===== config.mk =====
export PLATFORM = sky130hd
export DESIGN_NAME = fb_host_link_flat
export DESIGN_NICKNAME = d
export VERILOG_FILES = /design/src/rtl/fb_link_pkg.sv /design/src/rtl/fb_host_link_if.sv /design/src/rtl/fb_rx_fifo.sv /design/src/rtl/fb_host_link.sv /design/src/flat_wrapper.sv
export SDC_FILE = /design/constraint.sdc
export NUM_CORES = 1
export LEC_CHECK = 0
export CORE_UTILIZATION = 50
export DETAILED_ROUTE_END_ITERATION = 7
export GPL_ROUTABILITY_DRIVEN = 0
export HOLD_SLACK_MARGIN = 0.15
export PLACE_DENSITY_LB_ADDON = 0.05
export SLEW_MARGIN = 20
export SYNTH_ARGS = -nofsm -noshare
export SYNTH_HDL_FRONTEND = slang
export SYNTH_SLANG_ARGS = --single-unit

===== constraint.sdc =====
create_clock -name clk -period 3.3 [get_ports clk]
set_input_delay 0.66 -clock clk [delete_from_list [all_inputs] [get_ports clk]]
set_output_delay 0.66 -clock clk [all_outputs]
set_load 0.03 [all_outputs]

===== src/rtl/fb_link_pkg.sv =====
// fb_host_link shared types: packet width, TX FSM states, parity helper.
// Parity framing is enabled with the FB_HOST_PARITY_EN macro.
package fb_link_pkg;

  localparam int FB_PKT_W = 36;

  typedef enum logic [1:0] {
    FB_TX_IDLE,
    FB_TX_SHIFT,
    FB_TX_STALL
  } fb_tx_state_t;

  function automatic logic fb_parity(
    input logic [FB_PKT_W-1:0] d
  );
    return ^d;
  endfunction

endpackage


===== src/rtl/fb_host_link_if.sv =====
// Host-side packet bus of fb_host_link: TX valid/ready, RX FIFO pop.
// master = host logic, slave = link endpoint.
interface fb_host_link_if #(
  parameter int PKT_W = fb_link_pkg::FB_PKT_W
);

  logic             link_en;
  logic [PKT_W-1:0] tx_data;
  logic             tx_vld;
  logic             tx_rdy;
  logic             rx_deq;
  logic             rx_empty;
  logic [PKT_W-1:0] rx_rdata;
  logic             rx_overflow;

  modport master (
    output link_en,
    output tx_data,
    output tx_vld,
    input  tx_rdy,
    output rx_deq,
    input  rx_empty,
    input  rx_rdata,
    input  rx_overflow
  );

  modport slave (
    input  link_en,
    input  tx_data,
    input  tx_vld,
    output tx_rdy,
    input  rx_deq,
    output rx_empty,
    output rx_rdata,
    output rx_overflow
  );

endinterface


===== src/rtl/fb_rx_fifo.sv =====
// Small sync FIFO for received words; push and pop may coincide,
// including while full.
module fb_rx_fifo #(
  parameter int W     = 36,
  parameter int DEPTH = 2
) (
  input  logic         clk,
  input  logic         rst,
  input  logic         push,
  input  logic [W-1:0] wdata,
  input  logic         deq,
  output logic         full,
  output logic         empty,
  output logic [W-1:0] rdata
);

  localparam int AW = $clog2(DEPTH);
  localparam int CW = $clog2(DEPTH + 1);

  logic [W-1:0]  mem [DEPTH];
  logic [AW-1:0] wptr;
  logic [AW-1:0] rptr;
  logic [CW-1:0] count;
  logic          do_push;
  logic          do_pop;

  assign full    = (count == CW'(DEPTH));
  assign empty   = (count == '0);
  assign do_pop  = deq && !empty;
  assign do_push = push && (!full || do_pop);
  assign rdata   = empty ? '0 : mem[rptr];

  always_ff @(posedge clk) begin
    if (!rst) begin
      wptr  <= '0;
      rptr  <= '0;
      count <= '0;
    end else begin
      if (do_push) wptr <= wptr + AW'(1);
      if (do_pop)  rptr <= rptr + AW'(1);
      count <= count + CW'(do_push) - CW'(do_pop);
    end
  end

  always_ff @(posedge clk) begin
    if (do_push) mem[wptr] <= wdata;
  end

endmodule


===== src/rtl/fb_host_link.sv =====
// Host endpoint of the SPM fallback serial link (TX serializer, RX FIFO).
// Define FB_HOST_PARITY_EN to append/check an even-parity frame bit.
module fb_host_link
  import fb_link_pkg::*;
#(
  parameter int PKT_W    = FB_PKT_W,
  parameter int RX_DEPTH = 2
) (
  input  logic clk,
  input  logic rst,
  fb_host_link_if.slave host,
  output logic fb_en_o,
  output logic fb_d_in_o,
  output logic fb_d_in_vld_o,
  input  logic fb_d_out_i,
  input  logic fb_d_out_vld_i,
  input  logic fb_d_clsc_i
`ifdef FB_HOST_PARITY_EN
  ,
  output logic rx_par_err
`endif
);

`ifdef FB_HOST_PARITY_EN
  localparam int FW = PKT_W + 1;
`else
  localparam int FW = PKT_W;
`endif
  localparam int IW = $clog2(FW + 1);
  localparam logic [IW-1:0] TX_END  = IW'(FW);
  localparam logic [IW-1:0] RX_LAST = IW'(FW - 1);

  logic link_en_q;
  logic clsc_q;

  fb_tx_state_t  state;
  fb_tx_state_t  state_nxt;
  logic [FW-1:0] tx_frame;
  logic [FW-1:0] tx_sh;
  logic [FW-1:0] tx_sh_nxt;
  logic [IW-1:0] tx_idx;
  logic [IW-1:0] tx_idx_nxt;
  logic          d_nxt;
  logic          vld_nxt;
  logic          tx_fire;

`ifdef FB_HOST_PARITY_EN
  assign tx_frame = {fb_parity(host.tx_data), host.tx_data};
`else
  assign tx_frame = host.tx_data;
`endif

  assign host.tx_rdy = (state == FB_TX_IDLE) && link_en_q;
  assign tx_fire     = host.tx_vld && host.tx_rdy;
  assign fb_en_o     = link_en_q;

  always_ff @(posedge clk) begin
    if (!rst) begin
      link_en_q     <= 1'b0;
      clsc_q        <= 1'b0;
      state         <= FB_TX_IDLE;
      tx_sh         <= '0;
      tx_idx        <= '0;
      fb_d_in_o     <= 1'b0;
      fb_d_in_vld_o <= 1'b0;
    end else begin
      link_en_q     <= host.link_en;
      clsc_q        <= fb_d_clsc_i;
      state         <= state_nxt;
      tx_sh         <= tx_sh_nxt;
      tx_idx        <= tx_idx_nxt;
      fb_d_in_o     <= d_nxt;
      fb_d_in_vld_o <= vld_nxt;
    end
  end

  // tx_idx counts launched bits; TX_END means the last bit is on the pins.
  always_comb begin
    state_nxt = state;
    unique case (state)
      FB_TX_IDLE: begin
        if (tx_fire) state_nxt = clsc_q ? FB_TX_STALL : FB_TX_SHIFT;
      end
      FB_TX_SHIFT,
      FB_TX_STALL: begin
        if (!link_en_q || tx_idx == TX_END) state_nxt = FB_TX_IDLE;
        else if (clsc_q)                   state_nxt = FB_TX_STALL;
        else                               state_nxt = FB_TX_SHIFT;
      end
      default: state_nxt = FB_TX_IDLE;
    endcase
  end

  always_comb begin
    tx_sh_nxt  = tx_sh;
    tx_idx_nxt = tx_idx;
    d_nxt      = fb_d_in_o;
    vld_nxt    = 1'b0;
    unique case (state)
      FB_TX_IDLE: begin
        if (tx_fire) begin
          tx_sh_nxt  = tx_frame;
          tx_idx_nxt = '0;
          if (!clsc_q) begin
            d_nxt      = tx_frame[0];
            vld_nxt    = 1'b1;
            tx_idx_nxt = IW'(1);
          end
        end
      end
      FB_TX_SHIFT,
      FB_TX_STALL: begin
        if (link_en_q && tx_idx != TX_END && !clsc_q) begin
          d_nxt      = tx_sh[tx_idx];
          vld_nxt    = 1'b1;
          tx_idx_nxt = tx_idx + IW'(1);
        end
      end
      default: ;
    endcase
  end

  logic [FW-1:0] rx_sh;
  logic [FW-1:0] rx_word;
  logic [IW-1:0] rx_idx;
  logic          rx_done;
  logic          rx_push;
  logic          rx_full;
  logic          rx_ovf;

  always_comb begin
    rx_word         = rx_sh;
    rx_word[FW-1]   = fb_d_out_i;
  end

  assign rx_done = fb_d_out_vld_i && link_en_q && (rx_idx == RX_LAST);

`ifdef FB_HOST_PARITY_EN
  logic rx_ok;
  assign rx_ok   = ~^rx_word;
  assign rx_push = rx_done && rx_ok;
`else
  assign rx_push = rx_done;
`endif

  assign host.rx_overflow = rx_ovf;

  always_ff @(posedge clk) begin
    if (!rst) begin
      rx_sh  <= '0;
      rx_idx <= '0;
      rx_ovf <= 1'b0;
    end else begin
      if (!link_en_q) begin
        rx_idx <= '0;
      end else if (fb_d_out_vld_i) begin
        rx_sh[rx_idx] <= fb_d_out_i;
        rx_idx        <= rx_done ? '0 : rx_idx + IW'(1);
      end
      if (rx_push && rx_full && !host.rx_deq) rx_ovf <= 1'b1;
    end
  end

`ifdef FB_HOST_PARITY_EN
  always_ff @(posedge clk) begin
    if (!rst)                  rx_par_err <= 1'b0;
    else if (rx_done && !rx_ok) rx_par_err <= 1'b1;
  end
`endif

  fb_rx_fifo #(
    .W     (PKT_W),
    .DEPTH (RX_DEPTH)
  ) u_rx_fifo (
    .clk   (clk),
    .rst   (rst),
    .push  (rx_push),
    .wdata (rx_word[PKT_W-1:0]),
    .deq   (host.rx_deq),
    .full  (rx_full),
    .empty (host.rx_empty),
    .rdata (host.rx_rdata)
  );

endmodule


===== src/flat_wrapper.sv =====
// flat-port wrapper written by rule: the top's interface ports become plain ports
module fb_host_link_flat import fb_link_pkg::*;
#(
  parameter int PKT_W    = FB_PKT_W,
  parameter int RX_DEPTH = 2
)
  (clk, rst, fb_en_o, fb_d_in_o, fb_d_in_vld_o, fb_d_out_i, fb_d_out_vld_i, fb_d_clsc_i, host_link_en, host_tx_data, host_tx_vld, host_tx_rdy, host_rx_deq, host_rx_empty, host_rx_rdata, host_rx_overflow);
  fb_host_link_if #(.PKT_W(PKT_W)) host_i ();
  input  logic clk;
  input  logic rst;
  output logic fb_en_o;
  output logic fb_d_in_o;
  output logic fb_d_in_vld_o;
  input  logic fb_d_out_i;
  input  logic fb_d_out_vld_i;
  input  logic fb_d_clsc_i;
  input wire logic [$bits(host_i.link_en)-1:0] host_link_en;
  input wire logic [$bits(host_i.tx_data)-1:0] host_tx_data;
  input wire logic [$bits(host_i.tx_vld)-1:0] host_tx_vld;
  output wire logic [$bits(host_i.tx_rdy)-1:0] host_tx_rdy;
  input wire logic [$bits(host_i.rx_deq)-1:0] host_rx_deq;
  output wire logic [$bits(host_i.rx_empty)-1:0] host_rx_empty;
  output wire logic [$bits(host_i.rx_rdata)-1:0] host_rx_rdata;
  output wire logic [$bits(host_i.rx_overflow)-1:0] host_rx_overflow;
  assign host_i.link_en = host_link_en;
  assign host_i.tx_data = host_tx_data;
  assign host_i.tx_vld = host_tx_vld;
  assign host_tx_rdy = host_i.tx_rdy;
  assign host_i.rx_deq = host_rx_deq;
  assign host_rx_empty = host_i.rx_empty;
  assign host_rx_rdata = host_i.rx_rdata;
  assign host_rx_overflow = host_i.rx_overflow;
  fb_host_link #(.PKT_W(PKT_W), .RX_DEPTH(RX_DEPTH)) u_core (.clk(clk), .rst(rst), .host(host_i), .fb_en_o(fb_en_o), .fb_d_in_o(fb_d_in_o), .fb_d_in_vld_o(fb_d_in_vld_o), .fb_d_out_i(fb_d_out_i), .fb_d_out_vld_i(fb_d_out_vld_i), .fb_d_clsc_i(fb_d_clsc_i));
endmodule

==> results of run 1 <==
-- cell type report --
| class | instances | share of cell area, % |
|---|---|---|
| well taps | 180 | 2.58 |
| multi-input cells | 434 | 32.5 |
| clock inverters | 13 | 1.78 |
| flip-flops and latches | 167 | 46.5 |
| repair buffers | 97 | 11.1 |
| clock buffers | 19 | 5.07 |
| inverters | 9 | 0.387 |
-- flip-flops by register name, summed over array words and instances, names as in the netlist, 2 cells and up, named ones only --
register	cells
u_core.rx_idx	6
u_core.rx_sh	35
u_core.state	2
u_core.tx_idx	6
u_core.tx_sh	36
u_core.u_rx_fifo.count	2
u_core.u_rx_fifo.mem	72
-- through the flow --
step / setup slack (ps) / utilization [%] / cell area (um2) / instances
after floorplan: 561 / - / 7080 / 645
after global placement: 378 / 58.9 / 8140 / 887
after detailed placement: 325 / 58.9 / 8140 / 887
after CTS: 356 / 63.2 / 8740 / 919
after global routing: 288 / 63.2 / 8740 / 919
final: 413 / 63.2 / 8740 / 919
-- layout by cell type (no fill, tap or decap), types with 12 or more instances in the layout --
master,netlist,final
nand2_1,109,109
dfxtp_1,95,94
clkdlybuf4s50_1,0,84
nor2_1,77,74
edfxtp_1,72,72
mux2i_1,64,64
a21boi_0,46,46
nor2b_1,27,27
clkbuf_16,0,17
nand3_1,13,13
and2_1,12,12
-- final timing paths --
| kind | end | slack, ps | cells after the start |
|---|---|---|---|
| setup / recovery | host_rx_rdata[1] | 410 | 4 |
| hold / removal | u_core.u_rx_fifo.mem[0][10] | 450 | 0 |
| setup reg to reg | u_core.u_rx_fifo.count[1] | 780 | 9 |
| hold reg to reg | u_core.u_rx_fifo.mem[0][10] | 450 | 0 |
-- where the power goes --
group          switching (mW)  internal [mW]
logic                   0.621          0.471
clock network           0.766           1.20
registers              0.0657           2.18
-- critical path: stages (launching register included) --
cell             delay, ps
dfxtp_2                630
buf_12                 280
mux2i_1                100
nor2_1                 100
clkdlybuf4s50_1        690
-- cells by family (layout without fill, tap and decap cells) --
group | count (synthesis) | in the layout | share of synthesized area (%)
xor gates and xnor gates | 10 | 10 | 1.24
buffers and inverters | 44 | 138 | 2.58
DFF | 167 | 167 | 57.4
muxes | 75 | 75 | 12.2
AOI/OAI and AO/OA | 72 | 72 | 7.58
adders and majority gates | 7 | 7 | 1.24
and+or+nand+nor | 270 | 270 | 17.7
-- layer usage --
layer	GRT usage, %	share of wire (%)	up-vias	wire length (um)
li1	-	-	2389	-
met4	8.87	1.9	0	254
met5	0	0	-	0
met1	22.2	43	2221	5790
met3	4.42	3.0	22	408
met2	35.9	52	98	6960
==> results.toml, run 1 <==
[timing]
slew_headroom_pct = 48.2
setup_violations = 0
max_slew.worst_pin.slew_ps = 771
setup-tns-final_ps = 0
hold_ws_ps = 455
fmax_mhz = 346
finalHoldViolCount = 0
finalCritPeriodShare_pct = 87.5
finClkSkew_ps = 6.92
rsz0062_at_grt = "false"
slew_violations = 0
period_minus_slack_ps = 2890

[detailed_routing]
viasPerCell = 5.15
drc_errors = 0
drtIter0Drc = 207
routedWlPerCell_um = 14.6
drt_wl_total_um = 13400
detail-route-antenna-nets = 0
num_vias = 4730
firstDrtPassIters = 4

[die]
start_util_pct = 51.2
rows = 43
die_area_mm2 = 0.0146
ios = 86
die_w_um = 121
fp.dieH_um = 121
coreArea_mm2 = 0.0138

[clock_network]
clock-root-buffer = "clkbuf_16"
holdBufCountCts = 0
cts_tree = "built"
clock-sinks = 167
cts_inserted_buffers = 17
clk_latency_ps = 420
cts_max_path_buffers = 2
path_clk_slew_ps = 60
post-cts-setup-buffer-count = 0
cts.repair.resized = 0
cts.htree.levels = 4

[synthesis]
async_flop_share_pct = 0
synth_top_flop_cell = "dfxtp_1"
synth-edff-count = 72
synth.most_common_cell = "nand2_1"
synthTopCellsByArea = "edfxtp_1, dfxtp_1, mux2i_1"
syn_area_per_cell_um2 = 11.0
synth_cell_types = 51
netlist_area_mm2 = 0.00708
synth-seq-cells = 167
postSynthCellCount = 645
yosysTopAreaCell = "edfxtp_1"
synth_top_area_share_pct = 30.5
yosys_warnings = 0
ys_top_cells_by_count = "nand2_1, dfxtp_1, nor2_1"
syn_nets = 696
seq_area_frac_synth_pct = 57.4

[final_layout]
fillers = 1111
register_area_mm2 = 0.00407
nets = 777
area_growth_syn_to_layout_pct = 23.4
drive_gt1_share_pct = 9.34
diodes = 0
multi_input_area_mm2 = 0.00284

[run_status]
status = "finished clean"

[grt]
track_usage_pct = 19.9
grt.overflow.total = 0
grt_max_degree = 51
antenna_found_initial = 0
grt_pass1_wl_um = 22100
grt_pass1_vias = 4573

[hold_path]
hp-class = "reg2reg"
worstHoldStart = "u_core.rx_sh[10]"

[power_and_ir_drop]
p_per_area_mw_per_mm2 = 608
vdd_ir_drop_max_uv = 289
power_mw = 5.31
p_leak_nw = 2.92

[critical_path]
startpoint_type = "flip-flop"
cp.arrival_ps = 2230
critPathMaxFanout = 24
r2r_start = "u_core.rx_idx[5]"
crit_type = "reg2out"
required_ps = 2640
cp-end-kind = "output port"

[placed_design]
port_buffers = 85
hpwl_um = 8760

[flow_run]
maxCapViolCount = 0
Note: power is estimated with default switching activity, not from simulation.
==> run 2: changes to the inputs <==
--- a/config.mk
+++ b/config.mk
@@ -5,10 +5,10 @@
 export SDC_FILE = /design/constraint.sdc
 export NUM_CORES = 1
 export LEC_CHECK = 0
-export CORE_UTILIZATION = 50
+export CORE_UTILIZATION = 52
+export CTS_BUF_LIST = sky130_fd_sc_hd__clkbuf_2
 export DETAILED_ROUTE_END_ITERATION = 7
 export GPL_ROUTABILITY_DRIVEN = 0
-export HOLD_SLACK_MARGIN = 0.15
 export PLACE_DENSITY_LB_ADDON = 0.05
 export SLEW_MARGIN = 20
 export SYNTH_ARGS = -nofsm -noshare
==> run 2 against run 1 <==
  * First-iteration DRC count up 11%
  * Core utilization rose by 0.61 points
  * Largest cell class unchanged
  * Hold slack improved by 8.4 ps
  * Critical path depth stayed put
  * Global-route usage increased by 0.67 points
  * Critical path type unchanged
  * Maximum frequency down 6.2%
  * Critical endpoint is now host_rx_rdata[2]
==> results.toml, run 2 (same netlist as run 1, synthesis figures left out) <==
[clock_network]
post-cts-setup-buffer-count = 0
holdBufCountCts = 0
clk_latency_ps = 720
cts.htree.levels = 4
clock-sinks = 167
clock-root-buffer = "clkbuf_2"
cts_max_path_buffers = 2
cts_inserted_buffers = 17
cts_tree = "built"
path_clk_slew_ps = 220
cts.repair.resized = 1

[final_layout]
area_growth_syn_to_layout_pct = 19.3
fillers = 1103
nets = 778
layout_commonest_cell = "nand2_1"
layout.cells.most_common_list = "nand2_1, dfxtp_1, clkdlybuf4s50_1, nor2_1, edfxtp_1"
top_register = "u_core.u_rx_fifo.mem"
largest_reg_flops = 72
final_core_util_pct = 63.8
drive_gt1_share_pct = 9.86
top_regs = "u_core.u_rx_fifo.mem: 72 flops, u_core.tx_sh: 36 flops, u_core.rx_sh: 35 flops"

[flow_run]
maxCapViolCount = 0

[die]
die_area_mm2 = 0.0141
start_util_pct = 53.5
coreArea_mm2 = 0.0132
rows = 42
die_w_um = 119
ios = 86
fp.dieH_um = 119

[timing]
hold_ws_ps = 463
setup_violations = 0
rsz0062_at_grt = "false"
period_minus_slack_ps = 3080
slew_violations = 0
fmax_mhz = 325
slew_headroom_pct = 47.0
finalHoldViolCount = 0
setup-tns-final_ps = 0
setup_slack_ps = 221
finClkSkew_ps = 20.4
max_slew.worst_pin.slew_ps = 795
finalCritPeriodShare_pct = 93.3

[hold_path]
whs_path_depth = 3
hp-class = "in2reg"

[detailed_routing]
viasPerCell = 5.16
drtIter0Drc = 230
detail-route-antenna-nets = 0
drc_errors = 0
drt_wl_total_um = 13300
firstDrtPassIters = 4
num_vias = 4729
routedWlPerCell_um = 14.5

[placed_design]
pre_cts_ws_ps = 312
hpwl_um = 9070
port_buffers = 85

[grt]
antenna_found_initial = 1
track_usage_pct = 20.5
grt_max_degree = 53
grt_pass1_vias = 4604
grt_pass1_wl_um = 22400
grt.overflow.total = 0

[critical_path]
critPathMaxFanout = 26
crit_type = "reg2out"
worst_r2r_path_depth = 9
startpoint_type = "flip-flop"
cp.arrival_ps = 2420
cp-end-kind = "output port"
r2r_slack_ps = 740
required_ps = 2640

[power_and_ir_drop]
p_per_area_mw_per_mm2 = 545
vdd_ir_drop_max_uv = 276
p_leak_nw = 2.80
power_mw = 4.60

[run_status]
status = "finished clean"
run 2: changes by cell type in the layout (fill, tap and decap cells not counted), moves of 2 or more:
cell        before  now
clkbuf_2         0   18
clkbuf_16       17    0
clkinv_2         3    0
clkinvlp_4       1    4
buf_4            9   11
bufinv_16        3    5
clkinv_1         3    1
run 2: power breakdown:
group / internal [mW] / leakage [nW] / switching, mW
registers: 2.19 / 1.48 / 0.0618
logic: 0.461 / 1.15 / 0.609
clock network: 0.582 / 0.167 / 0.700
total: 3.23 / 2.80 / 1.37
run 2: path summary, 6_finish.rpt:
| path | endpoint | from |
|---|---|---|
| setup / recovery | host_rx_rdata[2] | flip-flop |
| hold / removal | u_core.tx_sh[9] | host_tx_data[9] |
| setup reg to reg | u_core.u_rx_fifo.count[1] | u_core.rx_idx[5] |
| hold reg to reg | u_core.u_rx_fifo.mem[0][27] | u_core.rx_sh[27] |
run 2: per-stage QoR:
step                      cells  area, um2
after floorplan             645       7080
after global placement      884       8130
after detailed placement    884       8130
after CTS                   916       8440
after global routing        917       8450
final                       917       8450
run 2: cell type report:
class	count	area [um2]	area share, %
Antenna cell	1	2.50	0.0296
Clock buffer	18	90.1	1.07
Clock inverter	14	224	2.65
Inverter	9	33.8	0.400
Multi-Input combinational cell	434	2840	33.6
Sequential cell	167	4070	48.2
Tap cell	176	220	2.61
Timing Repair Buffer	98	968	11.5
run 2: metal layers:
metal	up-vias	part of all wire [%]	GRT usage, %
met2	103	51	35.6
met4	0	1.9	7.83
met1	2211	44	24.6
met3	23	3.6	4.92
li1	2392	-	-
met5	-	0	0
run 2: worst max-delay path, cell delays in order, from the launching register on:
cell and delay (ps):
dfxtp_4 530, buf_12 240, mux2i_1 250, nor2_1 50, clkdlybuf4s50_1 610
